`src/rtl/nmea_rmc_uart_tx.sv`:
```
// $GNRMC sentence generator: latches BCD fields on start and sends them over UART 8N1, LSB first.
// Define NMEA_CRLF_EN to append <cr><lf> after the checksum (61 characters instead of 59).
module nmea_rmc_uart_tx #(
  parameter int CLK_FREQ = 50_000_000,
  parameter int BAUD     = 9600
) (
  input  logic        clk,
  input  logic        rst_n,
  input  logic        start,
  input  logic [23:0] utc,
  input  logic [31:0] lat,
  input  logic [35:0] lon,
  input  logic [23:0] date,
  input  logic        fix,
  input  logic        ns,
  input  logic        ew,
  output logic        tx,
  output logic        busy,
  output logic        done
);

  localparam int BAUD_CNT = CLK_FREQ / BAUD;
  localparam int CW       = (BAUD_CNT > 1) ? $clog2(BAUD_CNT) : 1;
`ifdef NMEA_CRLF_EN
  localparam int NCHAR = 61;
`else
  localparam int NCHAR = 59;
`endif

  typedef enum logic [1:0] {S_IDLE, S_START, S_DATA, S_STOP} state_t;

  state_t        state_q, state_d;
  logic [CW-1:0] cnt_q, cnt_d;
  logic [2:0]    bit_q, bit_d;
  logic [5:0]    idx_q, idx_d, nxt_idx;
  logic [7:0]    shreg_q, shreg_d, csum_q, csum_d, ch_sel;
  logic          tx_q, tx_d, done_q, done_d, bit_end;
  logic [23:0]   utc_q, date_q;
  logic [31:0]   lat_q;
  logic [35:0]   lon_q;
  logic          fix_q, ns_q, ew_q;

  function automatic logic [7:0] dig(input logic [3:0] n);
    return (n <= 4'd9) ? (8'h30 + {4'h0, n}) : 8'h30;
  endfunction

  function automatic logic [7:0] hexc(input logic [3:0] n);
    return (n <= 4'd9) ? (8'h30 + {4'h0, n}) : (8'h37 + {4'h0, n});
  endfunction

  // Character for the index about to start; digit position is derived from the index.
  always_comb begin
    int i;
    i      = int'(nxt_idx);
    ch_sel = ",";
    case (nxt_idx) inside
      6'd0:         ch_sel = "$";
      6'd1:         ch_sel = "G";
      6'd2:         ch_sel = "N";
      6'd3:         ch_sel = "R";
      6'd4:         ch_sel = "M";
      6'd5:         ch_sel = "C";
      [6'd7:6'd12]: ch_sel = dig(4'(utc_q >> (4 * (12 - i))));
      6'd13, 6'd23, 6'd36: ch_sel = ".";
      6'd14, 6'd15: ch_sel = "0";
      6'd17:        ch_sel = fix_q ? "A" : "V";
      [6'd19:6'd22]: ch_sel = dig(4'(lat_q >> (4 * (26 - i))));
      [6'd24:6'd27]: ch_sel = dig(4'(lat_q >> (4 * (27 - i))));
      6'd29:        ch_sel = ns_q ? "S" : "N";
      [6'd31:6'd35]: ch_sel = dig(4'(lon_q >> (4 * (39 - i))));
      [6'd37:6'd40]: ch_sel = dig(4'(lon_q >> (4 * (40 - i))));
      6'd42:        ch_sel = ew_q ? "W" : "E";
      [6'd46:6'd51]: ch_sel = dig(4'(date_q >> (4 * (51 - i))));
      6'd55:        ch_sel = fix_q ? "A" : "N";
      6'd56:        ch_sel = "*";
      6'd57:        ch_sel = hexc(csum_q[7:4]);
      6'd58:        ch_sel = hexc(csum_q[3:0]);
      6'd59:        ch_sel = 8'h0D;
      6'd60:        ch_sel = 8'h0A;
      default:      ch_sel = ",";
    endcase
  end

  always_comb begin
    state_d = state_q;
    cnt_d   = cnt_q;
    bit_d   = bit_q;
    idx_d   = idx_q;
    shreg_d = shreg_q;
    csum_d  = csum_q;
    tx_d    = tx_q;
    done_d  = 1'b0;
    nxt_idx = (state_q == S_IDLE) ? '0 : idx_q + 6'd1;
    bit_end = (cnt_q == CW'(BAUD_CNT - 1));
    if (state_q != S_IDLE && !bit_end) cnt_d = cnt_q + 1'b1;
    case (state_q)
      S_IDLE: begin
        tx_d = 1'b1;
        if (start) begin
          state_d = S_START;
          cnt_d   = '0;
          idx_d   = '0;
          csum_d  = '0;
          shreg_d = ch_sel;
          tx_d    = 1'b0;
        end
      end
      S_START: if (bit_end) begin
        state_d = S_DATA;
        cnt_d   = '0;
        bit_d   = '0;
        tx_d    = shreg_q[0];
      end
      S_DATA: if (bit_end) begin
        cnt_d = '0;
        if (bit_q == 3'd7) begin
          state_d = S_STOP;
          tx_d    = 1'b1;
        end else begin
          bit_d   = bit_q + 1'b1;
          shreg_d = shreg_q >> 1;
          tx_d    = shreg_q[1];
        end
      end
      S_STOP: if (bit_end) begin
        cnt_d = '0;
        if (idx_q == 6'(NCHAR - 1)) begin
          state_d = S_IDLE;
          tx_d    = 1'b1;
          done_d  = 1'b1;
        end else begin
          state_d = S_START;
          idx_d   = nxt_idx;
          shreg_d = ch_sel;
          tx_d    = 1'b0;
          if (nxt_idx >= 6'd1 && nxt_idx <= 6'd55) csum_d = csum_q ^ ch_sel;
        end
      end
      default: state_d = S_IDLE;
    endcase
  end

  always_ff @(posedge clk or negedge rst_n) begin
    if (!rst_n) begin
      state_q <= S_IDLE;
      cnt_q   <= '0;
      bit_q   <= '0;
      idx_q   <= '0;
      shreg_q <= '0;
      csum_q  <= '0;
      tx_q    <= 1'b1;
      done_q  <= 1'b0;
      utc_q   <= '0;
      lat_q   <= '0;
      lon_q   <= '0;
      date_q  <= '0;
      fix_q   <= 1'b0;
      ns_q    <= 1'b0;
      ew_q    <= 1'b0;
    end else begin
      state_q <= state_d;
      cnt_q   <= cnt_d;
      bit_q   <= bit_d;
      idx_q   <= idx_d;
      shreg_q <= shreg_d;
      csum_q  <= csum_d;
      tx_q    <= tx_d;
      done_q  <= done_d;
      if (state_q == S_IDLE && start) begin
        utc_q  <= utc;
        lat_q  <= lat;
        lon_q  <= lon;
        date_q <= date;
        fix_q  <= fix;
        ns_q   <= ns;
        ew_q   <= ew;
      end
    end
  end

  assign tx   = tx_q;
  assign busy = (state_q != S_IDLE);
  assign done = done_q;

endmodule

```
`config.mk`:
```
export PLATFORM = sky130hd
export DESIGN_NAME = nmea_rmc_uart_tx
export DESIGN_NICKNAME = d
export VERILOG_FILES = /design/src/rtl/nmea_rmc_uart_tx.sv
export SDC_FILE = /design/constraint.sdc
export NUM_CORES = 1
export LEC_CHECK = 0
export CELL_PAD_IN_SITES_DETAIL_PLACEMENT = 0
export CELL_PAD_IN_SITES_GLOBAL_PLACEMENT = 2
export CORE_UTILIZATION = 33
export CTS_CLUSTER_SIZE = 28
export DETAILED_ROUTE_END_ITERATION = 12
export HOLD_SLACK_MARGIN = 0.12
export PLACE_DENSITY = 0.89
export SYNTH_ARGS = -nofsm -noshare
export SYNTH_HDL_FRONTEND = slang
export SYNTH_SLANG_ARGS = --single-unit
```
`constraint.sdc`:
```
create_clock -name clk -period 5.45 [get_ports clk]
set_clock_uncertainty 0.15 [all_clocks]
set_input_delay 1.09 -clock clk [delete_from_list [all_inputs] [get_ports clk]]
set_output_delay 1.09 -clock clk [all_outputs]
set_load 0.02 [all_outputs]
```
==> results.md, run 1 <==
* Outcome: complete, no violations
* Relative slew margins at 0.3449
* Setup Buffers After CTS at 0
* RSZ-0062 raised after global routing: false
* Drt wl/cell at 20.15 um
* Clock Latency Late Sink at 0.44 ns
* Largest net degree at the start of global routing at 104
* Gr usage total at 0.2075
* Crit end category: flop
* Share of synthesized flip-flops with an asynchronous set or reset at 1.000
* Mapped cell area at 11,040 um2
* Die X at 184.9 um
* Crit path from: state_q[0]
* WP data arrival at 5.09 ns
* First-pass GRT wire length at 54.61 mm
* Most frequent cells in the layout: dfrtp_1 (157), mux2_2 (132), clkdlybuf4s50_1 (123), nand2_1 (112), a21oi_1 (60)
* CTS Root Buffer Type: clkbuf_16
* DRT iter0 DRCs at 750
* Yosys warns at 0
* Final setup TNS at 0 ns
* Syn Area/Cell at 9.580 um2
* R2R cell count at 15
* Syn Nets at 1,303
* Top cell type's share of synthesized area at 0.3583
* Number of port buffers at 124
* Met1 layer usage reported by global route at 0.2732
* NumNets Final at 1,405
* Synth Instances at 1,152
* Max Fclk at 203.3 MHz
* Via Count at 9,691
* Maximum vdd drop at 0.3348 mV
* Reg2reg end: csum_q[3]
* Layout cell share with drive strength beyond 1 at 0.1957
* Worst Hold Class: reg -> reg
* Worst Tran Pin Value at 0.9826 ns
* Initial Util at 0.3375
* Gr busiest metal: met2
* Leak at 5.334 nW
* Final period util at 0.9027
* Post-CTS Resized at 0
* TritonCTS clock tree: built
* FF+latch count, synth at 159
* Sequential Area at 3981 um2
* Setup-failing EPs final at 0
* EDFF count, synth at 0
* Number of max-cap violations at 0
* Max FO, Critical Path at 13
* Commonest non-fill, non-tap cell in the layout: dfrtp_1
* Die area at 34,180 um2
* Critical path class: reg -> reg
* Buffers plus inverters on the worst setup path at 2
* Fin util at 0.4097
* Top cells by area, synth: dfrtp_1 (36%), mux2_2 (13%), nand2_1 (3.8%)
* CTS sink count at 159
* Initial antenna violation count at 0
* Clock transition at path regs at 0.07 ns
* Hold slack at 0.3176 ns
* Slowest-stage cell, CP: or4b_1
* Vias in the first global route at 9,583
* Critical path depth in cells at 15
* Worst setup SP type: flop
* Die Y at 184.9 um
* WL final at 34.44 mm
* Sequential element share of the synthesized area at 0.3607
* Area growth from synthesis to layout at 21.39%
* Post-DP HPWL at 25.38 mm
* Top Ports at 125
* Cell family with most CP delay: simple AND/OR/NAND/NOR gates
* Critical Path Sink: csum_q[3]
* Worst path max stage delay at 0.60 ns
* H-tree levels at 4
* Number of routed nets with antenna violations at 0
* CTS Hold Buffers Added at 0
* Total gr overflow at 0
* Crit path cell chain: inv_1 -> ha_2 -> nor2_1 -> buf_4 -> ha_1 -> or3b_1 -> or4_1 -> o311ai_1 -> a221o_2 -> o21ai_2 -> or4b_1 -> a221o_1 -> a32oi_1 -> nand2b_1 -> mux2_4
* GR Layer Usage met2 at 0.3447
* Ant diodes at 0
* CTS Buf Count at 17
* Worst Path Required at 5.62 ns
* M3 GR Usage at 0.02890
* Tmin final at 4.920 ns
* Clock Tree Buf Depth at 2
* GPL Wtd Cong at 0.9231
* FILL cells at 3,276
* Area leader, netlist: dfrtp_1
* DRC at 0
* Worst R2R Setup Slack at 0.53 ns
* Area of the multi-input gates at 6610 um2
* PwrDens at 570.7 nW/um2
* Core area at 32,700 um2
* Main synth FF type: dfrtp_1
* R2r startpoint: state_q[0]
* Routed vias/inst at 5.671
* First-pass DRT Iterations at 5
* Slew Viols, Final at 0
* Final hold vios at 0
* Row cnt at 66
* Distinct cells, synth at 94
==> where the power goes <==
group | total [mW] | internal [mW] | switching (mW)
Combinational | 4.23 | 1.88 | 2.36
Sequential | 2.20 | 1.72 | 0.478
Clock | 1.21 | 0.703 | 0.510
Total | 7.65 | 4.30 | 3.34
==> registers in the layout (all words and copies together) (netlist names), 2 cells and up <==
name     flops
csum_q       7
lat_q       32
lon_q       36
idx_q        6
state_q      2
date_q      24
utc_q       24
bit_q        3
shreg_q      7
cnt_q       13
==> kinds of logic after synthesis <==
family,share of synthesized area
AOI/OAI and AO/OA,0.1888
xor gates and xnor gates,0.01825
adders and majority gates,0.03288
buffers and inverters,0.04331
DFF,0.3607
muxes,0.1885
and+or+nand+nor,0.1676
==> cell type report <==
cell class	count	area share
Clock buffer	21	0.03437
Clock inverter	11	0.009713
Inverter	23	0.006444
Multi-Input combinational cell	888	0.4934
Sequential cell	159	0.2972
Tap cell	442	0.04128
Timing Repair Buffer	165	0.1176
==> worst min path at each step <==
stage | from | end | slack (ns) | depth (start not counted)
after floorplan | shreg_q[6] | shreg_q[6] | 0.29 | 2
after detailed placement | shreg_q[6] | shreg_q[6] | 0.31 | 2
after global placement | shreg_q[6] | shreg_q[6] | 0.31 | 2
after global routing | shreg_q[3] | shreg_q[3] | 0.36 | 2
final | shreg_q[6] | shreg_q[6] | 0.32 | 2
after CTS | shreg_q[6] | shreg_q[6] | 0.32 | 2
==> metrics by stage <==
stage,area [um2],power (mW),setup WS (ns),std cells
6_report,13400,7.646,0.5303,1709
2_1_floorplan,11040,5.091,0.2446,1152
4_1_cts,13400,7.660,0.6137,1709
5_1_grt,13400,8.178,0.2895,1709
3_3_place_gp,12810,6.334,0.6945,1677
3_5_place_dp,12810,6.418,0.6430,1677
==> worst min-delay path, delay by kind of cell (launching register included) <==
kind	cells	cell delay (ns)
simple gates	1	0.04
compound gates	1	0.06
flops	1	0.33
==> synth_stat cells (8+ instances only) <==
| cell | n |
|---|---|
| dfrtp_1 | 158 |
| mux2_2 | 132 |
| nand2_1 | 113 |
| a21oi_1 | 60 |
| o21ai_0 | 58 |
| nor2_1 | 56 |
| clkbuf_1 | 48 |
| nor3_1 | 36 |
| mux2i_1 | 35 |
| nand3_1 | 31 |
| ha_1 | 29 |
| a31oi_1 | 24 |
| inv_1 | 20 |
| or3_1 | 17 |
| buf_2 | 16 |
| o22ai_1 | 14 |
| o31ai_1 | 14 |
| a211oi_1 | 12 |
| or4_1 | 12 |
| and3_1 | 11 |
| nand2b_1 | 11 |
| nor2b_1 | 11 |
| a211o_1 | 9 |
| mux4_2 | 9 |
| nand4_1 | 9 |
| and2_1 | 8 |
| nor4_1 | 8 |
==> routing by layer <==
| metal | vias to the layer above | wire, um |
|---|---|---|
| met4 | 0 | 920 |
| li1 | 4534 | - |
| met2 | 334 | 16370 |
| met3 | 49 | 1752 |
| met1 | 4774 | 15400 |
| met5 | - | 0 |
(Power assumes the default switching activity.)
==> run 2, diff against run 1 <==
--- a/config.mk
+++ b/config.mk
@@ -7,11 +7,11 @@
 export LEC_CHECK = 0
 export CELL_PAD_IN_SITES_DETAIL_PLACEMENT = 0
 export CELL_PAD_IN_SITES_GLOBAL_PLACEMENT = 2
-export CORE_UTILIZATION = 33
+export CORE_UTILIZATION = 36
 export CTS_CLUSTER_SIZE = 28
 export DETAILED_ROUTE_END_ITERATION = 12
 export HOLD_SLACK_MARGIN = 0.12
-export PLACE_DENSITY = 0.89
+export PLACE_DENSITY = 0.92
 export SYNTH_ARGS = -nofsm -noshare
 export SYNTH_HDL_FRONTEND = slang
 export SYNTH_SLANG_ARGS = --single-unit
==> constraint.sdc (replaced) <==
create_clock -name clk -period 4.9 [get_ports clk]
set_clock_uncertainty 0.15 [all_clocks]
set_input_delay 0.98 -clock clk [delete_from_list [all_inputs] [get_ports clk]]
set_output_delay 0.98 -clock clk [all_outputs]
set_load 0.02 [all_outputs]
==> run 2 against run 1 <==
Power up 13%. First-iteration DRC count rose by 2.8%. Die area fell by 8.2%. Non-clock buffer count up 18. Global-route usage increased by 1.8 points. Via count grew 1.2%.
==> results.md, run 2 (same netlist as run 1, synthesis figures left out) <==
* Final period util at 0.9728 (+0.07013)
* Number of routed nets with antenna violations at 0 (unchanged)
* RSZ-0062 raised after global routing: false
* Register name with the most flops: lon_q
* H-tree levels at 4 (unchanged)
* Outcome: complete, no violations
* Worst Path Required at 5.06 ns (-0.56 ns)
* Clock transition at path regs at 0.07 ns (about the same)
* Critical path class: reg -> reg
* Commonest non-fill, non-tap cell in the layout: dfrtp_1
* Via Count at 9,805 (+1.2%)
* Layout cell share with drive strength beyond 1 at 0.2087 (+0.01298)
* WP data arrival at 4.93 ns (-0.16 ns)
* Total gr overflow at 0 (unchanged)
* PwrDens at 640.8 nW/um2 (+12%)
* NumNets Final at 1,423 (+1.3%)
* CTS Root Buffer Type: clkbuf_16
* Relative slew margins at 0.4265 (+0.08163)
* Drt wl/cell at 20.46 um (+1.5%)
* Number of port buffers at 124 (unchanged)
* Row cnt at 63 (-4.5%)
* Worst setup SP type: flop
* Top Ports at 125 (unchanged)
* Final setup TNS at 0 ns (unchanged)
* GPL Wtd Cong at 0.9429 (+2.1%)
* DRC at 0 (unchanged)
* First-pass DRT Iterations at 5 (unchanged)
* Clock Tree Buf Depth at 2 (unchanged)
* Die area at 31,360 um2 (-8.2%)
* Ant diodes at 0 (unchanged)
* Max Fclk at 209.8 MHz (+3.2%)
* Slew Viols, Final at 0 (unchanged)
* Worst Tran Pin Value at 0.8602 ns (-0.1224 ns)
* Maximum vdd drop at 0.3111 mV (-7.1%)
* Finished Layout Cells at 1,674 (-2.0%)
* Final hold vios at 0 (unchanged)
* Placed insts at 1,643 (-2.0%)
* Crit end category: flop
* CTS sink count at 159 (unchanged)
* First-pass GRT wire length at 55.09 mm (+0.88%)
* Post-DP HPWL at 25.34 mm (-0.17%)
* Fin worst setup slack at 0.1331 ns (-0.3971 ns)
* TritonCTS clock tree: built
* Initial antenna violation count at 0 (unchanged)
* Crit path cell chain: buf_4 -> ha_1 -> xnor2_4 -> nor2_2 -> buf_4 -> ha_1 -> nand3b_1 -> a21oi_1 -> mux2_2 -> nand4_1 -> nor3b_1 -> o311ai_0 -> a211o_1 -> a31oi_1 -> o21bai_1 -> mux2_1
* Leak at 5.444 nW (+2.0%)
* Max reg flops at 36 (unchanged)
* CTS Hold Buffers Added at 0 (unchanged)
* CTS Buf Count at 17 (unchanged)
* Most frequent cells in the layout: dfrtp_1 (157), mux2_2 (132), clkdlybuf4s50_1 (123), nand2_1 (112), a21oi_1 (60)
* Setup-failing EPs final at 0 (unchanged)
* Max FO, Critical Path at 24 (+11)
* Worst path max stage delay at 0.51 ns (-0.09 ns)
* Largest net degree at the start of global routing at 93 (-11%)
* Top flop regs: lon_q: 36 flops, lat_q: 32 flops
* Core area at 29,870 um2 (-8.6%)
* WL final at 34.25 mm (-0.57%)
* Area growth from synthesis to layout at 22.47%
* Dpl ws at 0.2524 ns (-0.3906 ns)
* Die Y at 177.1 um (-4.2%)
* DRT iter0 DRCs at 771 (+2.8%)
* Initial Util at 0.3694 (+0.03193)
* Routed vias/inst at 5.857 (+3.3%)
* Gr usage total at 0.2253 (+0.01773)
* Slowest-stage cell, CP: xnor2_4
* Vias in the first global route at 9,842 (+2.7%)
* Number of max-cap violations at 0 (unchanged)
* Tmin final at 4.767 ns (-0.1529 ns)
* Worst Hold Class: reg -> reg
* Clock Latency Late Sink at 0.44 ns (about the same)
* Die X at 177.1 um (-4.2%)
## run 2: worst paths after layout
kind	start	endpoint	slack, ns	depth (start not counted)
max	idx_q[0]	csum_q[1]	0.13	16
min	shreg_q[6]	shreg_q[6]	0.33	2
max reg2reg	idx_q[0]	csum_q[1]	0.13	16
min reg2reg	shreg_q[6]	shreg_q[6]	0.33	2
max in group asynchronous	rst_n	utc_q[2]	3.31	2
min in group asynchronous	rst_n	cnt_q[6]	0.44	1
## run 2: final cells by class
cell class              instances  area, um2
fillers                      2872      16360
flip-flops and latches        159       3981
clock buffers                  17      425.4
repair buffers                183       1710
inverters                      23      86.33
clock inverters                14      196.4
well taps                     390      488.0
multi-input cells             888       6628
## run 2: worst max-delay path: cells and delay by family (launching register included)
kind                     cells  cell delay (ns)
multiplexers                 2             0.49
flip-flops                   1             0.44
XOR/XNOR                     1             0.51
AO/OA/AOI/OAI                5             1.11
buffers and inverters        2             0.46
adder cells (fa/ha/maj)      2             0.67
AND/OR/NAND/NOR              4             0.81
## run 2: what timing repair did
item / in CTS / in global routing
endpoints found under the hold margin: 0 / 0
resized for setup: 0 / 1
setup endpoints to repair: 0 / 2
buffers inserted: 0 / 0
## run 2: routing by layer
metal / share of wire / global-route usage
met2: 0.48 / 0.3672
met1: 0.45 / 0.3020
met4: 0.029 / 0.08010
met3: 0.045 / 0.03351
met5: 0 / 0
## run 2: power by group
group	total (mW)	internal (mW)	leakage, nW	switching (mW)
Sequential	2.44	1.91	1.93	0.529
Clock	1.45	0.821	0.298	0.631
Combinational	4.77	2.13	3.21	2.64
Total	8.66	4.86	5.44	3.80
## run 2: through the flow
stage	util	hold slack, ns	power [mW]	instance area, um2
final	0.4524	0.3275	8.661	13520
after global routing	0.4524	0.3699	9.233	13520
after CTS	0.4521	0.3309	8.644	13510
after detailed placement	0.4313	0.3152	7.160	12880
after global placement	0.4313	0.3097	7.045	12880
after floorplan	-	0.2913	5.673	11050
==> run 3, diff against run 2 <==
--- a/config.mk
+++ b/config.mk
@@ -5,6 +5,7 @@
 export SDC_FILE = /design/constraint.sdc
 export NUM_CORES = 1
 export LEC_CHECK = 0
+export CAP_MARGIN = 20
 export CELL_PAD_IN_SITES_DETAIL_PLACEMENT = 0
 export CELL_PAD_IN_SITES_GLOBAL_PLACEMENT = 2
 export CORE_UTILIZATION = 36
==> results of run 3 <==
The final DEF is identical to that of run 2; final timing and power are the same.
